## config.mk

```make
export PLATFORM = sky130hd
export DESIGN_NAME = carwash_ctrl
export DESIGN_NICKNAME = d
export VERILOG_FILES = /design/src/rtl/carwash_pkg.sv /design/src/rtl/carwash_timer.sv /design/src/rtl/carwash_ctrl.sv
export SDC_FILE = /design/constraint.sdc
export NUM_CORES = 1
export LEC_CHECK = 0
export BUFFER_PORTS_ARGS = -buffer_cell sky130_fd_sc_hd__buf_2
export CORE_MARGIN = 8
export CORE_UTILIZATION = 59
export CTS_CLUSTER_DIAMETER = 60
export DETAILED_ROUTE_END_ITERATION = 6
export GPL_TIMING_DRIVEN = 0
export HOLD_SLACK_MARGIN = 0.02
export PLACE_DENSITY = 0.84
export SYNTH_ARGS = -nofsm -noshare
export SYNTH_HDL_FRONTEND = slang
export SYNTH_HIERARCHICAL = 1
export SYNTH_SLANG_ARGS = --single-unit
```

## constraint.sdc

```tcl
create_clock -name clk -period 4.1 [get_ports clk]
set_input_delay 0.205 -clock clk [delete_from_list [all_inputs] [get_ports clk]]
set_output_delay 0.205 -clock clk [all_outputs]
set_load 0.02 [all_outputs]
```

## src/rtl/carwash_pkg.sv

```systemverilog
// Shared types and helpers for the carwash controller.
// The optional refund feature is selected in carwash_ctrl by CARWASH_REFUND_EN.
package carwash_pkg;

    typedef enum logic [2:0] {
        ST_IDLE,
        ST_CREDIT,
        ST_SPRAY_PH,
        ST_SOAP_PH,
        ST_RINSE_PH
    } carwash_state_t;

    typedef enum logic {
        BASIC,
        DELUXE
    } wash_mode_t;

    // The timer holds (phase length - 1), so $clog2 of the longest phase is enough.
    function automatic int unsigned timer_width(input int unsigned a,
                                                input int unsigned b,
                                                input int unsigned c);
        int unsigned m;
        m = a;
        if (b > m) m = b;
        if (c > m) m = c;
        return (m > 1) ? $clog2(m) : 1;
    endfunction

endpackage

```

## src/rtl/carwash_timer.sv

```systemverilog
// Loadable phase down-counter; o_done is high while the count is zero.
module carwash_timer #(
    parameter int W = 4
) (
    input  logic         clk,
    input  logic         clr_n,
    input  logic         i_load,
    input  logic [W-1:0] i_load_val,
    output logic         o_done
);

    logic [W-1:0] r_count;

    always_ff @(posedge clk or negedge clr_n) begin
        if (!clr_n) begin
            r_count <= '0;
        end else if (i_load) begin
            r_count <= i_load_val;
        end else if (r_count != '0) begin
            r_count <= r_count - 1'b1;
        end
    end

    assign o_done = (r_count == '0);

endmodule

```

## src/rtl/carwash_ctrl.sv

```systemverilog
// Token-operated carwash sequencer (basic rinse or deluxe spray/soap/rinse).
// Define CARWASH_REFUND_EN to enable CANCEL-driven credit refunds.
module carwash_ctrl
    import carwash_pkg::*;
#(
    parameter int CREDIT_W      = 4,
    parameter int BASIC_TOKENS  = 1,
    parameter int DELUXE_TOKENS = 2,
    parameter int SPRAY_CYC     = 16,
    parameter int SOAP_CYC      = 16,
    parameter int RINSE_CYC     = 16
) (
    input  logic                clk,
    input  logic                clr_n,
    input  logic                TOKEN,
    input  logic                START,
    input  logic                CANCEL,
    output logic                SPRAY,
    output logic                SOAP,
    output logic                BUSY,
    output logic                DONE,
    output logic [CREDIT_W-1:0] CREDIT,
    output logic                REFUND,
    output logic [CREDIT_W-1:0] REFUND_AMT
);

    localparam int unsigned TW = timer_width(SPRAY_CYC, SOAP_CYC, RINSE_CYC);

    localparam logic [CREDIT_W-1:0] P_BASIC  = CREDIT_W'(BASIC_TOKENS);
    localparam logic [CREDIT_W-1:0] P_DELUXE = CREDIT_W'(DELUXE_TOKENS);
    localparam logic [TW-1:0]       SPRAY_LD = TW'(SPRAY_CYC - 1);
    localparam logic [TW-1:0]       SOAP_LD  = TW'(SOAP_CYC - 1);
    localparam logic [TW-1:0]       RINSE_LD = TW'(RINSE_CYC - 1);

    carwash_state_t      r_state;
    carwash_state_t      w_state_nxt;
    logic [CREDIT_W-1:0] r_credit;
    logic [CREDIT_W-1:0] w_credit_nxt;
    logic [CREDIT_W-1:0] w_credit_inc;
    logic [CREDIT_W-1:0] w_tok_ext;
    logic [CREDIT_W-1:0] w_price;
    wash_mode_t          w_mode;
    logic                r_done;
    logic                w_done_nxt;
    logic                w_load;
    logic [TW-1:0]       w_load_val;
    logic                w_tmr_done;

`ifdef CARWASH_REFUND_EN
    logic                r_refund;
    logic                w_refund_nxt;
    logic [CREDIT_W-1:0] r_refund_amt;
    logic [CREDIT_W-1:0] w_refund_amt_nxt;
`endif

    carwash_timer #(
        .W (TW)
    ) u_timer (
        .clk        (clk),
        .clr_n      (clr_n),
        .i_load     (w_load),
        .i_load_val (w_load_val),
        .o_done     (w_tmr_done)
    );

    assign w_tok_ext    = {{(CREDIT_W-1){1'b0}}, TOKEN};
    assign w_credit_inc = (TOKEN && (r_credit != '1)) ? (r_credit + 1'b1) : r_credit;
    assign w_mode       = (r_credit >= P_DELUXE) ? DELUXE : BASIC;
    assign w_price      = (w_mode == DELUXE) ? P_DELUXE : P_BASIC;

    always_ff @(posedge clk or negedge clr_n) begin
        if (!clr_n) begin
            r_state  <= ST_IDLE;
            r_credit <= '0;
            r_done   <= 1'b0;
        end else begin
            r_state  <= w_state_nxt;
            r_credit <= w_credit_nxt;
            r_done   <= w_done_nxt;
        end
    end

    always_comb begin
        w_state_nxt  = r_state;
        w_credit_nxt = w_credit_inc;
        w_done_nxt   = 1'b0;
        w_load       = 1'b0;
        w_load_val   = '0;
`ifdef CARWASH_REFUND_EN
        w_refund_nxt     = 1'b0;
        w_refund_amt_nxt = '0;
`endif
        case (r_state)
            ST_IDLE: begin
                if (r_credit != '0) w_state_nxt = ST_CREDIT;
            end
            ST_CREDIT: begin
                // Price is judged on pre-token credit; the token still lands this cycle.
                if (START && (r_credit >= P_BASIC)) begin
                    w_credit_nxt = r_credit - w_price + w_tok_ext;
                    w_load       = 1'b1;
                    if (w_mode == DELUXE) begin
                        w_state_nxt = ST_SPRAY_PH;
                        w_load_val  = SPRAY_LD;
                    end else begin
                        w_state_nxt = ST_RINSE_PH;
                        w_load_val  = RINSE_LD;
                    end
                end
`ifdef CARWASH_REFUND_EN
                else if (CANCEL) begin
                    w_refund_nxt     = 1'b1;
                    w_refund_amt_nxt = w_credit_inc;
                    w_credit_nxt     = '0;
                    w_state_nxt      = ST_IDLE;
                end
`endif
            end
            ST_SPRAY_PH: begin
                if (w_tmr_done) begin
                    w_state_nxt = ST_SOAP_PH;
                    w_load      = 1'b1;
                    w_load_val  = SOAP_LD;
                end
            end
            ST_SOAP_PH: begin
                if (w_tmr_done) begin
                    w_state_nxt = ST_RINSE_PH;
                    w_load      = 1'b1;
                    w_load_val  = RINSE_LD;
                end
            end
            ST_RINSE_PH: begin
                if (w_tmr_done) begin
                    w_done_nxt  = 1'b1;
                    w_state_nxt = (r_credit != '0) ? ST_CREDIT : ST_IDLE;
                end
            end
            default: w_state_nxt = ST_IDLE;
        endcase
    end

`ifdef CARWASH_REFUND_EN
    always_ff @(posedge clk or negedge clr_n) begin
        if (!clr_n) begin
            r_refund     <= 1'b0;
            r_refund_amt <= '0;
        end else begin
            r_refund     <= w_refund_nxt;
            r_refund_amt <= w_refund_amt_nxt;
        end
    end

    assign REFUND     = r_refund;
    assign REFUND_AMT = r_refund_amt;
`else
    logic w_unused_cancel;
    assign w_unused_cancel = CANCEL;
    assign REFUND          = 1'b0;
    assign REFUND_AMT      = '0;
`endif

    assign SPRAY  = (r_state == ST_SPRAY_PH) || (r_state == ST_RINSE_PH);
    assign SOAP   = (r_state == ST_SOAP_PH);
    assign BUSY   = (r_state == ST_SPRAY_PH) || (r_state == ST_SOAP_PH) ||
                    (r_state == ST_RINSE_PH);
    assign DONE   = r_done;
    assign CREDIT = r_credit;

endmodule

```

==> flow_summary_export.csv, run 1 <==
group,metric,value,unit
status,status,"finished, final reports clean",
die,num_rows,15,
synth,avgSynthCellArea,9.29,µm²
cts,cts_max_level,1,
routing,drtAntennaViolNets,0,
cts,clockBufferDepth,2,
final_layout,antenna_cells,0,
final_layout,stdcell_count,148,
global_route,grt_max_degree,13,
sta,hold_violations,0,
critical_path,critical_path.max_fanout,6,
critical_path,crit_type,"reg -> reg",
sta,clock.fmax,0.425,GHz
place,port-buffer-count,11,
synth,yosys_warnings,6,
place,gp_congestion,0.832,
routing,drcViolationCount,0,
sta,finalMaxSlewViolations,0,
routing,vias,795,
final_layout,drive_above_1_share,20.6,%
sta,setup_viol_count_final,0,
place,dp.cells,143,
die,die_height,57.6,µm
final_layout,syn_to_final_growth,13.8,%
critical_path,arrival,2.55,ns
power,finalPower,968,µW
critical_path,slowest_delay,0.45,ns
routing,drt_iter0_drc,8,
global_route,grt_first_pass_wirelength,3330,µm
sta,fin_crit_sh,57.5,%
critical_path,critPathSlowestCell,"dfrtp_1",
flow_run,cap_violations,0,
synth,synth.area.top_cells,"dfrtp_1 29%, ha_1 13%, mux2i_1 5.9%",
synth,synth_flop_cell,"dfrtp_1",
synth,ys_ff_latch,12,
place,dpl.hpwl,1510,µm
die,start_util,61.2,%
global_route,antenna_found_initial,0,
power,p_leak,0.616,nW
cts,tritoncts,"done",
synth,syn_area,1020,µm²
critical_path,cp_cell_sequence,"inv_1 > ha_1 > nor3b_1 > nand2_1 > nand2_1 > ha_1 > inv_1 > fa_1 > xor2_1 > mux2i_1",
synth,synth.top_cell.area_share,29.4,%
synth,seq_area_frac_synth,29.4,%
routing,wire_per_inst,12.7,µm
die,die_area,3320,µm²
cts,cts.clk_slew.worst_paths,0.08,ns
power,powerDensity,832,nW/µm²
critical_path,cp-end-kind,"flip-flop",
die,io-pin-count,18,
global_route,grt_pass1_vias,757,
cts,cts_sinks,12,
routing,routed_via_density,5.37,
global_route,grt_use_total,12.4,%
final_layout,fillCellCount,137,
sta,fin_tns_setup,0,ns
power,peakVddDrop,0.459,mV
die,core,1670,µm²
cts,cts_inserted_buffers,3,
global_route,overflow,0,
cts,cts_resized,0,
synth,synth_edf_count,0,
cts,insertion_delay,0.26,ns
critical_path,critical_path_required,4.29,ns
final_layout,final_nets,149,
hold_path,hp-class,"in -> reg",
cts,root_buffer,"clkbuf_4",
synth,synth_top_cell_by_area,"dfrtp_1",
synth,synth.distinct_cells,41,
synth,syn-instance-count,110,
sta,fin_crit,2.36,ns
routing,finalWirelength,1880,µm
die,die_w,57.6,µm
critical_path,worstSetupStartpointType,"flip-flop",
routing,drt_first_pass_iters,4,
sta,fin_worst_skew,0.00120,ns
synth,synthArstFlopShare,100,%
sta,grt_setup_unrepaired,"false",
routing by layer:
layer / routed length [µm] / track usage [%]
met1: 846 / 15.2
met2: 917 / 20.3
met4: 23 / 4.29
met5: 0 / 0
met3: 91 / 3.31
Yosys cell counts (2+ instances only):
| cell type | count |
|---|---|
| o21ai_1 | 2 |
| xnor2_1 | 5 |
| inv_1 | 9 |
| nand2_1 | 11 |
| buf_6 | 2 |
| nor2_1 | 3 |
| dfrtp_1 | 12 |
| buf_4 | 5 |
| ha_1 | 11 |
| mux2i_1 | 6 |
| a21oi_1 | 5 |
| nor3_1 | 4 |
| nand2b_1 | 4 |
| nor3b_1 | 3 |
| xor2_1 | 2 |
state kept, by name, indices dropped and copies added, names as in the netlist:
signal,flops
r_state,3
CREDIT,4
u_timer/r_count,4
DONE,1
metrics by stage:
| step | hold slack [ns] | setup slack (ns) | util (%) | area (µm²) |
|---|---|---|---|---|
| floorplan | -0.0906 | 1.86 | - | 1040 |
| global placement | 0.0859 | 1.80 | 66.9 | 1120 |
| detailed placement | 0.0949 | 1.74 | 66.9 | 1120 |
| CTS | 0.330 | 1.72 | 69.7 | 1160 |
| global route | 0.338 | 1.50 | 69.7 | 1160 |
| finish | 0.332 | 1.74 | 69.7 | 1160 |
critical path: cells and delay by family, from the launching register on:
family	cells	cell delay, ns
simple gates	3	0.60
buf+inv	2	0.19
flops	1	0.45
fa+ha+maj	3	0.77
mux	1	0.11
xor+xnor	1	0.15
report_power, final:
| part | internal, mW | switching [mW] |
|---|---|---|
| combinational | 0.291 | 0.352 |
| clock | 0.0538 | 0.0373 |
| sequential | 0.175 | 0.0594 |
| total | 0.520 | 0.448 |
cell usage in the layout, fill, tap and decap left out, drive strengths merged, types with 2 or more instances in the layout:
| cell type | instances |
|---|---|
| a21oi | 5 |
| buf | 19 |
| clkbuf | 5 |
| conb | 6 |
| dfrtp | 12 |
| ha | 11 |
| inv | 10 |
| mux2 | 2 |
| mux2i | 6 |
| nand2 | 11 |
| nand2b | 4 |
| nor2 | 3 |
| nor3 | 4 |
| nor3b | 4 |
| o21ai | 3 |
| xnor2 | 5 |
| xor2 | 2 |
layout make-up:
class / instances / area (µm²) / share of cell area (%)
Multi-Input combinational cell: 84 / 634 / 54.5
Sequential cell: 12 / 300 / 25.8
Timing Repair Buffer: 12 / 65.1 / 5.59
Buffer: 9 / 68.8 / 5.91
Clock buffer: 4 / 36.3 / 3.12
Inverter: 10 / 37.5 / 3.23
Tap cell: 17 / 21.3 / 1.83
final timing paths:
kind	from	endpoint	slack, ns	cells past startpoint
min reg2reg	r_state[2]$_DFFE_PN0P_	r_state[0]$_DFFE_PN0P_	0.62	2
min	TOKEN	CREDIT[0]$_DFF_PN0_	0.33	3
min in group asynchronous	clr_n	r_state[2]$_DFFE_PN0P_	0.34	2
max	CREDIT[0]$_DFF_PN0_	CREDIT[2]$_DFF_PN0_	1.74	10
max in group asynchronous	clr_n	CREDIT[3]$_DFF_PN0_	3.56	2
max reg2reg	CREDIT[0]$_DFF_PN0_	CREDIT[2]$_DFF_PN0_	1.74	10
kinds of logic after synthesis:
group,count (synthesis),share of synthesized area [%]
AND/OR/NAND/NOR,35,19.7
adder cells (fa/ha/maj),12,15.4
buffers and inverters,19,10.4
flip-flops,12,29.4
XOR/XNOR,7,6.00
multiplexers,8,8.45
other,1,0.367
AO/OA/AOI/OAI,16,10.3
timing repair:
| item | in CTS | in global routing |
|---|---|---|
| endpoints found under the hold margin | 12 | 0 |
| setup endpoints to repair | 0 | 0 |
| hold buffers | 1 | 0 |
| buffers inserted | 0 | 0 |
(Power assumes the default switching activity.)
==> run 2, diff against run 1 <==
- ABC_AREA: unset -> 1
- CORE_UTILIZATION: 59 -> 49
- PLACE_DENSITY: 0.84 -> 0.74
- clock period: 4.1 -> 2 ns (I/O delays scaled with it)
==> flow_summary_export.csv, run 2 <==
group,metric,value,unit
critical_path,rr_startpoint,"CREDIT[1]$_DFF_PN0_",
sta,fin_crit,2.05,ns
critical_path,worstSetupStartpointType,"flip-flop",
routing,drt_iter0_drc,21,
final_layout,syn_to_final_growth,27.0,%
routing,drtAntennaViolNets,0,
global_route,antenna_found_initial,0,
synth,seq_area_frac_synth,29.1,%
place,dp_slack,-0.295,ns
cts,cts_sinks,12,
power,peakVddDrop,1.08,mV
sta,hold_violations,0,
synth,syn-instance-count,143,
global_route,overflow,0,
global_route,grt_use_total,12.3,%
global_route,grt_max_degree,13,
die,die_height,61.9,µm
critical_path,slowest_delay,0.44,ns
critical_path,critPathSlowestCell,"dfrtp_2",
cts,cts.clk_slew.worst_paths,0.08,ns
synth,synth_most_common_cell,"nand2_1",
place,dpl.hpwl,1650,µm
sta,grt_setup_unrepaired,"true",
synth,synthTopCellsByCount,"44 x nand2_1, 21 x inv_1, 12 x dfrtp_1",
cts,cts_max_level,1,
synth,yosys_warnings,6,
power,p_leak,0.702,nW
hold_path,hp-class,"in -> reg",
synth,avgSynthCellArea,7.22,µm²
sta,layout_setup_ws,-0.0481,ns
routing,routed_via_density,4.76,
synth,synth_flop_cell,"dfrtp_1",
hold_path,hold_start,"START",
synth,syn_area,1030,µm²
synth,ys_ff_latch,12,
cts,clockBufferDepth,2,
sta,fin_worst_skew,0.000669,ns
critical_path,crit_type,"reg -> reg",
synth,synth.area.top_cells,"dfrtp_1 29%, nand2_1 16%, ha_1 13%",
sta,hold_slack,0.210,ns
final_layout,final_common_cell,"nand2_1",
final_layout,antenna_cells,0,
critical_path,critPathMostFrequentCell,"nand2_1",
routing,wire_per_inst,11.0,µm
critical_path,rr_endpoint,"CREDIT[2]$_DFF_PN0_",
global_route,grt_first_pass_wirelength,3570,µm
final_layout,final_cell_mix,"43 x nand2_1, 17 x inv_1, 13 x buf_4",
final_layout,drive_above_1_share,32.0,%
flow_run,cap_violations,0,
global_route,grt_pass1_vias,896,
status,violations,"negative setup slack",
critical_path,arrival,2.20,ns
routing,finalWirelength,2180,µm
place,gp_congestion,0.823,
cts,tritoncts,"done",
final_layout,final_nets,190,
synth,synth.distinct_cells,21,
synth,synthArstFlopShare,100,%
power,powerDensity,1720,nW/µm²
critical_path,worstSetupStartpoint,"CREDIT[1]$_DFF_PN0_",
global_route,grtUsageMet3,4.73,%
critical_path,critical_path.max_fanout,4,
routing,drt_first_pass_iters,4,
final_layout,multi_input_area,696,µm²
place,port-buffer-count,11,
synth,synth_edf_count,0,
cts,root_buffer,"clkbuf_4",
cts,cts_inserted_buffers,3,
sta,fin_tns_setup,-0.0481,ns
final_layout,seq_area,304,µm²
status,status,"finished, violations left",
critical_path,ff2ff_path_depth,12,
sta,clock.fmax,0.488,GHz
final_layout,fillCellCount,165,
sta,fin_crit_sh,102,%
routing,drcViolationCount,0,
critical_path,cp_cell_sequence,"ha_4 > nor2_4 > nand2_2 > nor2_2 > inv_1 > nand2_1 > ha_2 > inv_2 > fa_2 > xnor2_2 > nand2_1 > o21ai_1",
sta,finalMaxSlewViolations,0,
synth,synth.top_cell.area_share,29.1,%
critical_path,cp-end-kind,"flip-flop",
global_route,use_met1,14.6,%
synth,synth_top_cell_by_area,"dfrtp_1",
die,die_area,3830,µm²
critical_path,critical_path_required,2.15,ns
routing,vias,947,
critical_path,r2r_slack,-0.05,ns
critical_path,crit_end,"CREDIT[2]$_DFF_PN0_",
die,start_util,52.1,%
die,io-pin-count,18,
sta,setup_viol_count_final,1,
die,die_w,61.9,µm
cts,insertion_delay,0.27,ns
die,core,1980,µm²
global_route,grt.busiest_layer,"met2",
die,num_rows,16,
global_route,grt_use_met2,21.1,%
## run 2: worst min-delay path by stage
| stage | slack, ns | end | cells after the start |
|---|---|---|---|
| floorplan | -0.20 | CREDIT[0]$_DFF_PN0_ | 0 |
| global route | 0.20 | CREDIT[1]$_DFF_PN0_ | 3 |
| global placement | -0.008 | r_state[0]$_DFFE_PN0P_ | 1 |
| finish | 0.21 | CREDIT[1]$_DFF_PN0_ | 3 |
| CTS | 0.17 | CREDIT[1]$_DFF_PN0_ | 3 |
| detailed placement | -0.008 | r_state[0]$_DFFE_PN0P_ | 1 |
## run 2: area by class of cell
type | instances | share of cell area (%)
Multi-Input combinational cell | 110 | 53.1
Sequential cell | 12 | 23.2
Timing Repair Buffer | 20 | 9.54
Inverter | 21 | 6.01
Buffer | 5 | 2.86
Clock buffer | 4 | 2.77
Tap cell | 27 | 2.58
## run 2: timing repair
action	4_1_cts	5_1_grt
hold buffers	1	0
setup buffers	3	5
pin swaps	3	5
endpoints found under the hold margin	12	0
setup endpoints to repair	7	6
resized for setup	7	7
## run 2: where the power goes
group	leakage (nW)	internal, mW	total [mW]	switching [mW]
Clock	0.0210	0.111	0.194	0.0832
Combinational	0.536	0.643	1.57	0.930
Sequential	0.145	0.366	0.486	0.120
## run 2: cell families (layout without fill, tap and decap cells)
family	after synthesis	count (layout)	share of synthesized area, %
compound gates	13	13	6.30
fa+ha+maj	12	12	15.3
other cells	1	6	0.363
buf+inv	26	50	11.3
xor+xnor	4	4	3.39
flops	12	12	29.1
simple gates	75	75	34.3
## run 2: metrics by stage
| step | utilization (%) | power [mW] | instance area, µm² | instances |
|---|---|---|---|---|
| after floorplan | - | 1.51 | 1060 | 148 |
| after global routing | 66.2 | 2.51 | 1310 | 199 |
| final | 66.2 | 2.25 | 1310 | 199 |
| after CTS | 62.4 | 2.10 | 1240 | 194 |
| after detailed placement | 58.1 | 1.82 | 1150 | 186 |
| after global placement | 58.1 | 1.76 | 1150 | 186 |
## run 2: worst max-delay path: cells and delay by family, from the launching register on
kind | cells | cell delay, ns
AO/OA/AOI/OAI | 1 | 0.06
XOR/XNOR | 1 | 0.14
adder cells (fa/ha/maj) | 3 | 0.71
buffers and inverters | 2 | 0.11
flip-flops | 1 | 0.44
AND/OR/NAND/NOR | 5 | 0.46
## run 2: metal layers
metal  up-vias  routed length (µm)
li1        497                   -
met1       425                 960
met2        25                1090
met3         0                 129
met4         0                   0
met5         -                   0
==> run 3, diff against run 2 <==
- CORE_UTILIZATION: 49 -> 55
- PLACE_DENSITY: 0.74 -> 0.79
- clock period: 2 -> 2.1 ns (I/O delays scaled with it)
==> flow_summary_export.csv, run 3 (synthesis results as in run 2) <==
group,metric,value,unit
routing,routed_via_density,5.03,
power,powerDensity,1660,nW/µm²
power,finalPower,2.12,mW
global_route,grt_max_degree,13,
die,io-pin-count,18,
cts,insertion_delay,0.29,ns
final_layout,final_cell_mix,"42 x nand2_1, 16 x inv_1, 11 x buf_4, 11 x buf_2, 10 x dfrtp_1",
place,gp_congestion,0.811,
final_layout,seq_area,303,µm²
cts,cts.clk_slew.worst_paths,0.08,ns
die,core,1750,µm²
sta,fin_crit,1.99,ns
final_layout,antenna_cells,0,
sta,hold_violations,0,
final_layout,stdcell_count,195,
critical_path,critical_path_required,2.31,ns
final_layout,drive_above_1_share,31.2,%
global_route,overflow,0,
cts,cts_inserted_buffers,3,
critical_path,cp-end-kind,"flip-flop",
routing,wire_per_inst,12.0,µm
routing,drt_iter0_drc,36,
cts,tritoncts,"done",
critical_path,worstSetupStartpointType,"flip-flop",
critical_path,arrival,2.20,ns
die,die_area,3520,µm²
status,status,"finished, final reports clean",
final_layout,syn_to_final_growth,24.0,%
place,dp.cells,184,
place,dpl.hpwl,1620,µm
place,port-buffer-count,11,
power,peakVddDrop,0.947,mV
cts,root_buffer,"clkbuf_4",
routing,drcViolationCount,0,
critical_path,critical_path.max_fanout,4,
global_route,grt_first_pass_wirelength,3510,µm
final_layout,multi_input_area,691,µm²
sta,clock.fmax,0.502,GHz
global_route,antenna_found_initial,0,
flow_run,cap_violations,0,
final_layout,fillCellCount,131,
critical_path,r2r_slack,0.11,ns
routing,drtAntennaViolNets,0,
sta,layout_setup_ws,0.108,ns
sta,fin_worst_skew,0.00837,ns
sta,setup_viol_count_final,0,
die,die_w,59.3,µm
routing,finalWirelength,2340,µm
final_layout,final_nets,188,
routing,vias,980,
cts,clockBufferDepth,2,
sta,fin_crit_sh,94.8,%
sta,grt_setup_unrepaired,"false",
place,dp_slack,-0.176,ns
hold_path,hp-class,"in -> reg",
global_route,grt_pass1_vias,863,
sta,finalMaxSlewViolations,0,
global_route,grt_use_total,12.7,%
final_layout,final_common_cell,"nand2_1",
critical_path,crit_type,"reg -> reg",
routing,drt_first_pass_iters,4,
sta,hold_slack,0.143,ns
die,num_rows,15,
power,p_leak,0.686,nW
cts,cts_max_level,1,
cts,cts_sinks,12,
die,start_util,59.1,%
die,die_height,59.3,µm
-- run 3: cell count changes in the layout (fill, tap and decap cells not counted), sizes merged --
| cell | before | now |
|---|---|---|
| buf | 24 | 22 |
-- run 3: repair_timing --
action                                 in CTS  in global routing
hold buffers                                1                  0
gates resized for setup                     3                 14
setup endpoints to repair                   6                  6
gates cloned                                0                  0
endpoints found under the hold margin      12                  0
buffers inserted                            2                  4
pin swaps                                   1                  6
-- run 3: per-layer routing --
layer	share of wire, %	vias to the layer above	GRT usage [%]
met5	0	-	0
met4	1.7	0	6.14
met3	5.3	5	3.04
met2	52	26	20.8
met1	41	456	15.0
li1	-	493	-
-- run 3: worst paths after layout --
kind / startpoint / to / cells after the start
max: CREDIT[0]$_DFF_PN0_ / CREDIT[2]$_DFF_PN0_ / 13
min: START / CREDIT[1]$_DFF_PN0_ / 3
max reg2reg: CREDIT[0]$_DFF_PN0_ / CREDIT[2]$_DFF_PN0_ / 13
min reg2reg: u_timer/r_count[1]$_DFFE_PN0P_ / u_timer/r_count[1]$_DFFE_PN0P_ / 2
max in group asynchronous: clr_n / CREDIT[0]$_DFF_PN0_ / 2
min in group asynchronous: clr_n / CREDIT[1]$_DFF_PN0_ / 2
-- run 3: area by class of cell --
cell class / instances / area share, %
plain buffers: 5 / 2.93
clock buffers: 4 / 2.05
inverters: 21 / 6.35
multi-input cells: 110 / 54.0
flip-flops and latches: 12 / 23.7
well taps: 25 / 2.44
repair buffers: 18 / 8.60
-- run 3: where the power goes --
part | internal, mW | switching (mW) | total [mW]
logic | 0.599 | 0.905 | 1.50
registers | 0.347 | 0.114 | 0.460
clock network | 0.0739 | 0.0846 | 0.159
total | 1.02 | 1.10 | 2.12
-- run 3: stage by stage --
step / util [%] / TNS, ns / instance area, µm²
final: 73.3 / 0 / 1280
after global routing: 73.3 / 0 / 1280
after CTS: 69.0 / 0 / 1200
after detailed placement: 65.8 / -0.787 / 1150
after global placement: 65.8 / -0.527 / 1150
after floorplan: - / 0 / 1060
-- run 3: critical path, stage by stage (launching register included) --
cell	delay [ns]
dfrtp_2	0.39
inv_4	0.05
ha_2	0.18
nor2_2	0.11
nand2_2	0.09
nor2_4	0.13
inv_2	0.05
nand2_2	0.06
ha_4	0.13
inv_2	0.04
fa_2	0.37
xnor2_2	0.16
nand2_1	0.07
o21ai_1	0.09
